`src/rtl/serializer_pkg.sv`:
```
// Shared types and constants for the RPi status serializer.
// Build option: define SERIALIZER_PARITY_EN to append one even-parity bit
// after the status words of every frame.
package serializer_pkg;

  // sdo level once a non-wrapping frame has been fully shifted out
  localparam bit          IDLE_LEVEL_DEFAULT = 1'b0;

  // Fewest synchroniser flops accepted for an asynchronous RPi pin
  localparam int unsigned MIN_SYNC_STAGES    = 2;

`ifdef SERIALIZER_PARITY_EN
  localparam int unsigned PARITY_BITS = 1;
`else
  localparam int unsigned PARITY_BITS = 0;
`endif

  // Frame controller states
  typedef enum logic [1:0] {
    SER_IDLE  = 2'd0,  // no live frame (after reset or after exhaustion)
    SER_LATCH = 2'd1,  // RPi holds latch, snapshot tracks data_in
    SER_SHIFT = 2'd2   // frame live, sclk rising edges advance the index
  } ser_state_e;

  // Bits per frame, including the optional parity bit
  function automatic int unsigned total_bits(input int unsigned word_w,
                                             input int unsigned num_words);
    return word_w * num_words + PARITY_BITS;
  endfunction

  // Index width able to hold 0..total inclusive
  function automatic int unsigned index_width(input int unsigned total);
    return $clog2(total + 1);
  endfunction

endpackage

```
`src/rtl/sync_edge_detect.sv`:
```
// Synchroniser for one asynchronous input plus rising-edge detect.
// Ports:
//   clk, reset : system clock, synchronous active-high reset
//   async_i    : asynchronous input pin
//   level_o    : synchronised level (last synchroniser flop)
//   rise_c     : combinational one-cycle pulse on a synchronised 0->1 edge
module sync_edge_detect #(
  parameter int unsigned STAGES = 2
) (
  input  logic clk,
  input  logic reset,
  input  logic async_i,
  output logic level_o,
  output logic rise_c
);

  logic [STAGES-1:0] sync_q;
  logic              prev_q;

  // Shift chain and one-cycle-delayed copy for edge detection
  always_ff @(posedge clk) begin
    if (reset) begin
      sync_q <= '0;
      prev_q <= 1'b0;
    end else begin
      sync_q <= {sync_q[STAGES-2:0], async_i};
      prev_q <= sync_q[STAGES-1];
    end
  end

  assign level_o = sync_q[STAGES-1];
  assign rise_c  = sync_q[STAGES-1] & ~prev_q;

endmodule

```
`src/rtl/rpi_status_serializer.sv`:
```
// Serial status link from FPGA to Raspberry Pi. While the RPi holds latch
// high the status vector is snapshotted every cycle; after latch release
// each RPi sclk rising edge advances one bit, presented on sdo.
// Build option: SERIALIZER_PARITY_EN appends an even-parity bit over the
// snapshot, computed when the snapshot is taken.
// Ports:
//   clk, reset  : system clock, synchronous active-high reset
//   data_in     : status words, word k = data_in[k*WORD_W +: WORD_W]
//   latch_async : RPi frame latch (level, asynchronous)
//   sclk_async  : RPi shift clock (asynchronous, rising edge advances)
//   sdo         : serial data to RPi (registered)
//   bit_index   : current bit position, holds TOTAL once exhausted
//   frame_done  : one-cycle pulse when the last bit is consumed
//   active      : high from latch release until the frame is exhausted
module rpi_status_serializer
  import serializer_pkg::*;
#(
  parameter  int unsigned WORD_W      = 16,
  parameter  int unsigned NUM_WORDS   = 1,
  parameter  bit          LSB_FIRST   = 1'b1,
  parameter  bit          WRAP        = 1'b0,
  parameter  bit          IDLE_LEVEL  = IDLE_LEVEL_DEFAULT,
  parameter  int unsigned SYNC_STAGES = 2,
  localparam int unsigned DATA_BITS   = WORD_W * NUM_WORDS,
  localparam int unsigned TOTAL       = total_bits(WORD_W, NUM_WORDS),
  localparam int unsigned IDX_W       = index_width(TOTAL)
) (
  input  logic                 clk,
  input  logic                 reset,
  input  logic [DATA_BITS-1:0] data_in,
  input  logic                 latch_async,
  input  logic                 sclk_async,
  output logic                 sdo,
  output logic [IDX_W-1:0]     bit_index,
  output logic                 frame_done,
  output logic                 active
);

  localparam int unsigned STAGES =
    (SYNC_STAGES < MIN_SYNC_STAGES) ? MIN_SYNC_STAGES : SYNC_STAGES;

  logic latch_s;
  logic sclk_rise;
  logic unused_latch_rise;
  logic unused_sclk_level;

  ser_state_e state_q, state_d;

  logic [DATA_BITS-1:0] snap_q, snap_d;
  logic [DATA_BITS-1:0] frame_bits;
  logic [IDX_W-1:0]     bit_index_q, bit_index_d;
  logic                 frame_done_q, frame_done_d;
  logic                 active_q, active_d;
  logic                 sdo_q, sdo_d;
  logic                 last_bit;
  logic                 shift_step;

  // Asynchronous RPi pins into the clk domain
  sync_edge_detect #(.STAGES(STAGES)) u_latch_sync (
    .clk     (clk),
    .reset   (reset),
    .async_i (latch_async),
    .level_o (latch_s),
    .rise_c  (unused_latch_rise)
  );

  sync_edge_detect #(.STAGES(STAGES)) u_sclk_sync (
    .clk     (clk),
    .reset   (reset),
    .async_i (sclk_async),
    .level_o (unused_sclk_level),
    .rise_c  (sclk_rise)
  );

  assign last_bit = (bit_index_q == IDX_W'(TOTAL - 1));

  // Frame controller state register
  always_ff @(posedge clk) begin
    if (reset) begin
      state_q <= SER_IDLE;
    end else begin
      state_q <= state_d;
    end
  end

  // Frame controller next state; latch overrides everything, including
  // an sclk edge seen on the same cycle
  always_comb begin
    state_d = state_q;
    if (latch_s) begin
      state_d = SER_LATCH;
    end else begin
      case (state_q)
        SER_LATCH: state_d = SER_SHIFT;
        SER_SHIFT: begin
          if (sclk_rise && last_bit && !WRAP) begin
            state_d = SER_IDLE;
          end
        end
        default:   state_d = state_q;
      endcase
    end
  end

  // Frame controller outputs: datapath next values
  always_comb begin
    snap_d       = snap_q;
    bit_index_d  = bit_index_q;
    shift_step   = 1'b0;
    frame_done_d = 1'b0;
    active_d     = (state_d == SER_SHIFT);
    if (latch_s) begin
      snap_d      = data_in;
      bit_index_d = '0;
    end else if (state_q == SER_SHIFT && sclk_rise) begin
      shift_step   = 1'b1;
      frame_done_d = last_bit;
      if (last_bit && WRAP) begin
        bit_index_d = '0;
      end else begin
        bit_index_d = bit_index_q + IDX_W'(1);
      end
    end
  end

  // Snapshot reordered into transmit order: word 0 first, bit order per word
  for (genvar w = 0; w < NUM_WORDS; w++) begin : g_word
    for (genvar j = 0; j < WORD_W; j++) begin : g_bit
      if (LSB_FIRST) begin : g_lsb
        assign frame_bits[w*WORD_W + j] = snap_q[w*WORD_W + j];
      end else begin : g_msb
        assign frame_bits[w*WORD_W + j] = snap_q[w*WORD_W + (WORD_W - 1 - j)];
      end
    end
  end

`ifdef SERIALIZER_PARITY_EN
  logic parity_q, parity_d;

  // Parity follows the snapshot so it always describes the frozen frame
  assign parity_d = latch_s ? (^data_in) : parity_q;

  always_ff @(posedge clk) begin
    if (reset) begin
      parity_q <= 1'b0;
    end else begin
      parity_q <= parity_d;
    end
  end
`endif

  // Bit selection for the current index; out-of-frame positions idle
  always_comb begin
    sdo_d = IDLE_LEVEL;
    for (int unsigned i = 0; i < DATA_BITS; i++) begin
      if (bit_index_q == IDX_W'(i)) begin
        sdo_d = frame_bits[i];
      end
    end
`ifdef SERIALIZER_PARITY_EN
    if (last_bit) begin
      sdo_d = parity_q;
    end
`endif
  end

  // Datapath registers
  always_ff @(posedge clk) begin
    if (reset) begin
      snap_q       <= '0;
      bit_index_q  <= '0;
      frame_done_q <= 1'b0;
      active_q     <= 1'b0;
      sdo_q        <= 1'b0;
    end else begin
      snap_q       <= snap_d;
      bit_index_q  <= bit_index_d;
      frame_done_q <= frame_done_d;
      active_q     <= active_d;
      sdo_q        <= sdo_d;
    end
  end

  assign sdo        = sdo_q;
  assign bit_index  = bit_index_q;
  assign frame_done = frame_done_q;
  assign active     = active_q;

endmodule

```
`config.mk`:
```
export PLATFORM = sky130hd
export DESIGN_NAME = rpi_status_serializer
export DESIGN_NICKNAME = d
export VERILOG_FILES = /design/src/rtl/serializer_pkg.sv /design/src/rtl/sync_edge_detect.sv /design/src/rtl/rpi_status_serializer.sv
export SDC_FILE = /design/constraint.sdc
export NUM_CORES = 1
export LEC_CHECK = 0
export ABC_CLOCK_PERIOD_IN_PS = 6250
export BUFFER_PORTS_ARGS = -buffer_cell sky130_fd_sc_hd__buf_2
export CORE_MARGIN = 4
export CORE_UTILIZATION = 55
export CTS_BUF_LIST = sky130_fd_sc_hd__clkbuf_16
export DETAILED_ROUTE_END_ITERATION = 8
export PLACE_DENSITY = 0.88
export RECOVER_POWER = 100
export SLEW_MARGIN = 40
export SYNTH_ARGS = -nofsm -noshare
export SYNTH_HDL_FRONTEND = slang
export SYNTH_SLANG_ARGS = --single-unit
export TNS_END_PERCENT = 100
```
`constraint.sdc`:
```
create_clock -name clk -period 6.25 [get_ports clk]
set_clock_uncertainty 0.15 [all_clocks]
set_input_delay 0 -clock clk [delete_from_list [all_inputs] [get_ports clk]]
set_output_delay 0 -clock clk [all_outputs]
set_load 0.02 [all_outputs]
```
Word level (Yosys, flattened, before mapping) --
Index checks and enable logic that the tools add are counted.
Cells by class: $add $sub $neg 1, equality and inequality tests 18, multiplexer cells 19, bitwise gates (word level) 3, reduce and logical (&&, ||, !) cells 5
Operators by type and width (number):
- 5-bit by 4-bit == test with 1-bit output (second input constant) | 8
- 5-bit by 3-bit == test with 1-bit output (second input constant) | 4
- 1-bit 2-to-1 mux | 16
- 5-bit by 2-bit == test with 1-bit output (second input constant) | 2
- 5-bit by 1-bit adder with 5-bit output (second input constant) | 1
- 5-bit by 1-bit == test with 1-bit output (second input constant) | 1
- 5-bit logical NOT | 1
- 2-bit == test (second input constant) | 2
- 2-bit 2-to-1 mux | 2
- 2-bit one-hot mux with 2 select lines | 1
- 3-bit OR reduction | 1
- 2-bit by 1-bit == test with 1-bit output (second input constant) | 1
- 1-bit logical AND | 2
- 1-bit inverter | 2
- 2-bit OR reduction | 1
- 1-bit bitwise AND | 1
Word-level totals: flip-flop bits (word level) 31, output and inout bits 8, word-level logic and storage cells 55

Logic depth before layout (Yosys ltp) --
Gate-level depths: netlist of run 1.
depth after elaboration 17, depth in mapped cells 9, depth with buffers taken out 8

Cells and area by module --
A second synthesis of run 1 with hierarchy kept.
Unflattened totals: cell total of the unflattened synthesis 157, area, all modules 1524.0 um^2
By module, submodules not included:
- rpi_status_serializer | times used 1, cells each 143, area an instance 1348.8 um^2, seq. area each 520.5 um^2
- sync_edge_detect | times used 2, cells each 7, area an instance 87.6 um^2, seq. area each 60.1 um^2

Worst setup path before layout of run 1 --
OpenSTA, ideal clock, no wires.
path kind reg-to-reg, start point reg bit_index_q[0], in the netlist bit_index[0], end point reg sdo_q, in the netlist sdo, library setup time 0.103 ns, data arrival time 1.939 ns, required time 5.997 ns, slack 4.058 ns, stages on the path, launching flop included 9, path buffers 1, period minus slack after synthesis 2.192 ns, path through dfxtp_1 -> inv_1 -> ha_1 -> buf_2 -> nor3b_1 -> a211oi_2 -> o221ai_1 -> a211o_1 -> a2111oi_2
Between the ends: longest elaborated chain between the ends 17
RTL lines:
- start: declaration | line rpi_status_serializer.sv:51 | logic [IDX_W-1:0] bit_index_q, bit_index_d;
- start signal: assignment | line rpi_status_serializer.sv:177 | bit_index_q <= bit_index_d;
- 5-bit logical NOT | line rpi_status_serializer.sv:156 | if (bit_index_q == IDX_W'(i)) begin
- 1-bit 2-to-1 mux (15 in series) | line rpi_status_serializer.sv:156
- 1-bit 2-to-1 mux * | line rpi_status_serializer.sv:156
- end signal: assignment | line rpi_status_serializer.sv:180 | sdo_q <= sdo_d;
- end: declaration | line rpi_status_serializer.sv:54 | logic sdo_q, sdo_d;
Mark *: on every way between the ends. The rest lies on a longest branch, timed or not. A chain may end at the register's enable or synchronous reset.

Worst setup path in the final report of run 1 --
Same ends and word-level chain as after synthesis.

==> results.tsv, run 1 <==
stage	metric	value	unit
detailed_routing	via_per_inst	5.46	
job	cap_violations	0	
grt	antenna_found_initial	0	
floorplan	die_x	59.1	µm
place	io_buffers	27	
cts	postCtsHoldBufs	18	
power	total_power	0.498	mW
grt	grt_use_met2	0.345	
synth	postSynthAreaPerCell	9.40	µm²
finish	drive_above_1_share	0.138	
finish	num_antenna_cells	0	
worst_setup_path	worstPathArrival	2.31	ns
synth	synth-seq-cells	31	
sta	max_freq	433	MHz
grt	grt_util_all_layers	0.210	
place	dp.cells	201	
synth	yosys_most_used_dff	dfxtp_1	
sta	relSlewSlack	0.320	
worst_setup_path	critical-path-max-stage-delay	0.43	ns
finish	finalNonFillerCells	226	
synth	syn_nets	181	
worst_setup_path	cp_cell_sequence	inv_1, ha_1, nor3b_1, a211oi_2, o221ai_1, a211o_1, a2111oi_0	
detailed_routing	wl_per_cell	14.2	µm
synth	yosysWarningCount	0	
cts	ctsHtreeMaxLevel	2	
sta	min_period_over_period	0.370	
finish	final_common_cell	dfxtp_1	
min_path	worstHoldPathCells	2	
worst_setup_path	path_delay_family	compound AO/OA/AOI/OAI gates	
finish	n_fill_cell	169	
worst_setup_path	r2r-end	sdo	
floorplan	boundaryPins	28	
grt	first_global_vias	1208	
detailed_routing	first_iter_violations	40	
cts	cts_buffers	5	
detailed_routing	ant_nets	0	
floorplan	start_util	0.580	
place	place_area	1560	µm²
finish	final_cell_mix	dfxtp_1 (31), nor2_1 (29), buf_2 (19), dlygate4sd3_1 (18), mux2i_1 (16)	
grt	grt_busiest_layer	met2	
cts	clock_sinks	31	
sta	min_period	2.31	ns
min_path	worstHoldStart	reset	
power	p_sw	0.0921	mW
synth	netlist_area	1440	µm²
finish	nets	224	
synth	synth_edf_count	0	
finish	final_cell_area	1880	µm²
synth	yosysSeqAreaShare	0.432	
place	dp_hpwl	2090	µm
finish	ff_latch_area	621	µm²
worst_setup_path	r2r_start	bit_index[0]	
finish	multi_input_area	731	µm²
grt	grt_pass1_wl	5440	µm
sta	worst_pin_slew	1.02	ns
power	peakVddDrop	248	µV
worst_setup_path	critPathBufInv	1	
worst_setup_path	endpoint_kind	flip-flop	
power	comb_power_share	0.059	
floorplan	die-area	3500	µm²
worst_setup_path	cp_max_fo	9	
cts	ctsResizeCount	0	
synth	ys_types	34	
power	clkPwrFrac	0.522	
sta	maxSlewViolCount	0	
worst_setup_path	reg2reg_depth	7	
cts	cts_setup_buffers	0	
worst_setup_path	critical_path_class	flip-flop to flip-flop	
min_path	hold_end	state_q[0]	
floorplan	die_h	59.1	µm
worst_setup_path	cp_slowest_cell	dfxtp_1	
sta	timing.final.ws_setup	3.94	ns
cts	clockBufferDepth	2	
synth	syn-instance-count	153	
cts	clkTransAtPathRegs	0.05	ns
power	power.internal	0.406	mW
detailed_routing	dr.pass1.iters	4	
min_path	hold_path.class	primary input to flip-flop	
finish	area_growth	30.7	%
sta	rsz0062_at_grt	no	
sta	finalHoldViolCount	0	
place	preCtsSetupSlack	4.02	ns
cts	cts_tree	yes	
synth	async_reset_ff_frac	0	
power	power_frac_seq	0.419	
detailed_routing	drt_wl_total	3210	µm
floorplan	core	2480	µm²
floorplan	fp-row-count	18	
worst_setup_path	required	6.24	ns
power	power_leakage	0.750	nW
power	swShare	0.185	
detailed_routing	drc	0	
sta	setup_viol	0	
grt	overflow	0	
power	power_density	265	nW/µm²
sta	tns	0	ns
status	status	finished clean	
worst_setup_path	cp-start-kind	flip-flop	
cts	clkLatencyLatePin	0.27	ns
detailed_routing	num_vias	1233	
cts	root_buffer	clkbuf_16	
worst_setup_path	r2r_slack	3.94	ns
grt	grt_max_degree	26	
grt	grt_use_met1	0.256	
place	gp_congestion	0.903	
grt	grt_util_met3	0.0675	
[cell usage after synthesis (3+ instances only)]
library cell / count / area share
a21oi_1: 3 / 0.010
buf_2: 4 / 0.014
dfxtp_1: 31 / 0.43
nand3b_1: 3 / 0.016
nor3b_1: 4 / 0.021
inv_1: 7 / 0.018
ha_1: 8 / 0.070
clkbuf_1: 3 / 0.0078
nand2_1: 6 / 0.016
nor2_1: 29 / 0.076
nor2b_1: 9 / 0.039
a211oi_1: 3 / 0.016
mux2i_1: 16 / 0.11
[power by group through the flow]
stage	Sequential [mW]	Combinational (mW)	Clock, mW
finish	0.208	0.0294	0.260
global route	0.209	0.0324	0.271
CTS	0.208	0.0286	0.263
detailed placement	0.212	0.0201	0
global placement	0.212	0.0190	0
floorplan	0.209	0.0138	0
[worst reg2reg max path, delay by kind of cell (launching register included)]
family | cells | cell delay [ns]
AO/OA/AOI/OAI | 4 | 0.99
flip-flops | 1 | 0.43
buffers and inverters | 1 | 0.10
AND/OR/NAND/NOR | 1 | 0.19
adder cells (fa/ha/maj) | 1 | 0.32
[cells by family (layout without fill, tap and decap cells)]
group	after synthesis	in the layout	share of synthesized area
xor+xnor	3	3	0.0183
flops	31	31	0.432
mux	16	16	0.111
simple gates	63	63	0.228
buf+inv	16	59	0.0557
compound gates	16	16	0.0853
fa+ha+maj	8	8	0.0696
[worst max path at each step]
stage	from	end	slack (ns)	cells after the start
after floorplan	bit_index[0]	sdo	4.06	8
after global placement	bit_index[0]	sdo	4.15	7
after detailed placement	bit_index[0]	sdo	4.02	7
after CTS	bit_index[0]	sdo	4.01	7
after global routing	bit_index[0]	sdo	3.83	7
final	bit_index[0]	sdo	3.94	7
[cell type report]
cell class	count	share of cell area
Multi-Input combinational cell	106	0.389
Sequential cell	31	0.330
Inverter	7	0.0140
Timing Repair Buffer	45	0.162
Tap cell	30	0.0200
Clock buffer	5	0.0666
Clock inverter	2	0.0180
[metal layers]
metal	share of wire	vias to the layer above	routed length, µm
met5	0	-	0
met4	0.015	0	48
met3	0.058	7	186
met2	0.50	36	1610
met1	0.43	588	1370
li1	-	602	-
[state kept, by name (all words and copies together), names as in the netlist, 2 cells and up]
signal and count:
frame_bits 16, u_sclk_sync.sync_q 2, state_q 2, bit_index 5, u_latch_sync.sync_q 2
[stage by stage]
| stage | hold slack [ns] | util |
|---|---|---|
| after floorplan | -0.0811 | - |
| after global placement | 0.0601 | 0.628 |
| after detailed placement | 0.0634 | 0.629 |
| after CTS | 0.00160 | 0.766 |
| after global routing | 0.0176 | 0.759 |
| final | 0.000622 | 0.759 |
Note: power is estimated with default switching activity, not from simulation.
==> inputs of run 2 (changes only) <==
--- a/config.mk
+++ b/config.mk
@@ -5,13 +5,13 @@
 export SDC_FILE = /design/constraint.sdc
 export NUM_CORES = 1
 export LEC_CHECK = 0
-export ABC_CLOCK_PERIOD_IN_PS = 6250
+export ABC_CLOCK_PERIOD_IN_PS = 2300
 export BUFFER_PORTS_ARGS = -buffer_cell sky130_fd_sc_hd__buf_2
 export CORE_MARGIN = 4
-export CORE_UTILIZATION = 55
+export CORE_UTILIZATION = 53
 export CTS_BUF_LIST = sky130_fd_sc_hd__clkbuf_16
 export DETAILED_ROUTE_END_ITERATION = 8
-export PLACE_DENSITY = 0.88
+export PLACE_DENSITY = 0.85
 export RECOVER_POWER = 100
 export SLEW_MARGIN = 40
 export SYNTH_ARGS = -nofsm -noshare
==> constraint.sdc (replaced) <==
create_clock -name clk -period 2.3 [get_ports clk]
set_clock_uncertainty 0.15 [all_clocks]
set_input_delay 0 -clock clk [delete_from_list [all_inputs] [get_ports clk]]
set_output_delay 0 -clock clk [all_outputs]
set_load 0.02 [all_outputs]
==> run 2 against run 1 <==
Via count increased by 2.3%. Sequential power increased to 2.7 times the previous value. Core utilization increased by 3.0 points. Critical path type unchanged. Wire length increased by 8.4%. Largest power group unchanged. First-iteration DRC count increased by 53%. Final cell count increased by 4.4%. Highest routed layer unchanged.
==> results.tsv, run 2 (synthesis results as in run 1) <==
stage	metric	value	unit
detailed_routing	first_iter_violations	61	
detailed_routing	num_vias	1261	
grt	grt_max_degree	26	
min_path	hold_path.class	primary input to flip-flop	
min_path	worstHoldPathCells	2	
power	p_sw	0.262	mW
power	power_frac_seq	0.409	
sta	max_freq	477	MHz
floorplan	start_util	0.570	
place	io_buffers	27	
power	power_leakage	0.805	nW
cts	clkLatencyLatePin	0.27	ns
worst_setup_path	critical-path-max-stage-delay	0.34	ns
place	dp_hpwl	2090	µm
finish	drive_above_1_share	0.180	
cts	ctsHtreeMaxLevel	2	
worst_setup_path	cp.depth	7	
worst_setup_path	cp_slowest_cell	dfxtp_2	
cts	clockBufferDepth	2	
sta	tns	0	ns
cts	cts_tree	yes	
floorplan	die-area	3610	µm²
sta	maxSlewViolCount	0	
grt	overflow	0	
power	power_density	691	nW/µm²
finish	final_cell_mix	nor2_1 (29), dfxtp_1 (29), dlygate4sd3_1 (25), buf_2 (19), mux2i_1 (16)	
sta	min_period	2.10	ns
grt	first_global_vias	1283	
sta	setup_viol	0	
power	swShare	0.191	
floorplan	fp-row-count	18	
job	cap_violations	0	
detailed_routing	drc	0	
floorplan	die_h	60.1	µm
cts	clkTransAtPathRegs	0.05	ns
worst_setup_path	cp_cell_sequence	inv_1, ha_2, a211oi_1, a211oi_2, o221ai_1, a211o_1, a2111oi_2	
worst_setup_path	required	2.33	ns
finish	area_growth	38.3	%
status	status	finished clean	
power	clkPwrFrac	0.524	
worst_setup_path	endpoint_kind	flip-flop	
floorplan	core	2520	µm²
sta	rsz0062_at_grt	no	
finish	num_antenna_cells	0	
worst_setup_path	path_delay_family	compound AO/OA/AOI/OAI gates	
worst_setup_path	worstPathArrival	2.12	ns
cts	cts_setup_buffers	0	
floorplan	boundaryPins	28	
power	peakVddDrop	1040	µV
place	preCtsSetupSlack	0.0648	ns
worst_setup_path	critical_path_class	flip-flop to flip-flop	
worst_setup_path	reg2reg_depth	7	
finish	nets	233	
cts	cts_buffers	5	
detailed_routing	via_per_inst	5.34	
place	gp_congestion	0.931	
power	comb_power_share	0.067	
floorplan	die_x	60.1	µm
sta	timing.final.ws_setup	0.205	ns
sta	min_period_over_period	0.911	
cts	root_buffer	clkbuf_16	
detailed_routing	ant_nets	0	
worst_setup_path	cp-start-kind	flip-flop	
worst_setup_path	r2r_slack	0.20	ns
sta	finalHoldViolCount	0	
detailed_routing	wl_per_cell	14.8	µm
detailed_routing	dr.pass1.iters	4	
grt	antenna_found_initial	0	
cts	clock_sinks	31	
detailed_routing	drt_wl_total	3480	µm
finish	largest_register_ffs	16	
power	power.internal	1.11	mW
grt	grt_util_all_layers	0.220	
sta	relSlewSlack	0.704	
worst_setup_path	cp_max_fo	9	
grt	grt_pass1_wl	5810	µm
sta	worst_pin_slew	0.444	ns
worst_setup_path	critPathBufInv	1	
## run 2: cell count changes in the layout (fill, tap and decap cells not counted)
cell / change
or2_0: -1
clkinv_1: +1
clkinv_2: +1
buf_4: +2
dfxtp_1: -2
or2_1: +1
dlygate4sd3_1: +7
ha_2: +4
ha_1: -4
a2111oi_2: +1
inv_1: -1
a2111oi_0: -1
dfxtp_2: +2
## run 2: final cells by class
class                   count  area, µm²
clock buffers               5        125
clock inverters             3       38.8
fillers                   172        534
inverters                   7       26.3
multi-input cells         106        747
flip-flops and latches     31        623
well taps                  30       37.5
repair buffers             54        390
## run 2: layer usage
metal,track usage,routed length [µm]
met2,0.360,1740
met1,0.259,1460
met3,0.0626,202
met4,0.114,85
met5,0,0
## run 2: power by group through the flow
stage | Clock (mW) | Combinational [mW] | Sequential [mW]
final | 0.720 | 0.0917 | 0.562
after global routing | 0.760 | 0.100 | 0.563
after CTS | 0.733 | 0.0886 | 0.562
after detailed placement | 0 | 0.0597 | 0.572
after global placement | 0 | 0.0567 | 0.571
after floorplan | 0 | 0.0375 | 0.569
## run 2: worst register-to-register path, cell delays in order, from the launching register on
cell and delay, ns:
dfxtp_2 0.34, inv_1 0.10, ha_2 0.28, a211oi_1 0.12
a211oi_2 0.25, o221ai_1 0.13, a211o_1 0.29, a2111oi_2 0.33
## run 2: what timing repair did
item	4_1_cts	5_1_grt
gates resized for setup	0	6
setup endpoints to repair	0	2
endpoints found under the hold margin	18	0
hold buffers	25	0
## run 2: path summary, 6_finish.rpt
| check | startpoint | to |
|---|---|---|
| worst max-delay path | bit_index[1] | sdo |
| worst min-delay path | reset | u_sclk_sync.sync_q[0] |
| worst max register to register | bit_index[1] | sdo |
| worst min register to register | u_latch_sync.sync_q[0] | u_latch_sync.sync_q[1] |
## run 2: per-stage QoR
stage               hold WS [ns]  power [mW]   util  std cells  area (µm²)
finish                   0.00419        1.37  0.788        236        1990
global route              0.0298        1.42  0.788        236        1990
CTS                     0.000110        1.38  0.787        236        1990
detailed placement        0.0638       0.632  0.623        203        1570
global placement          0.0581       0.628  0.623        203        1570
floorplan                -0.0811       0.606      -        153        1440
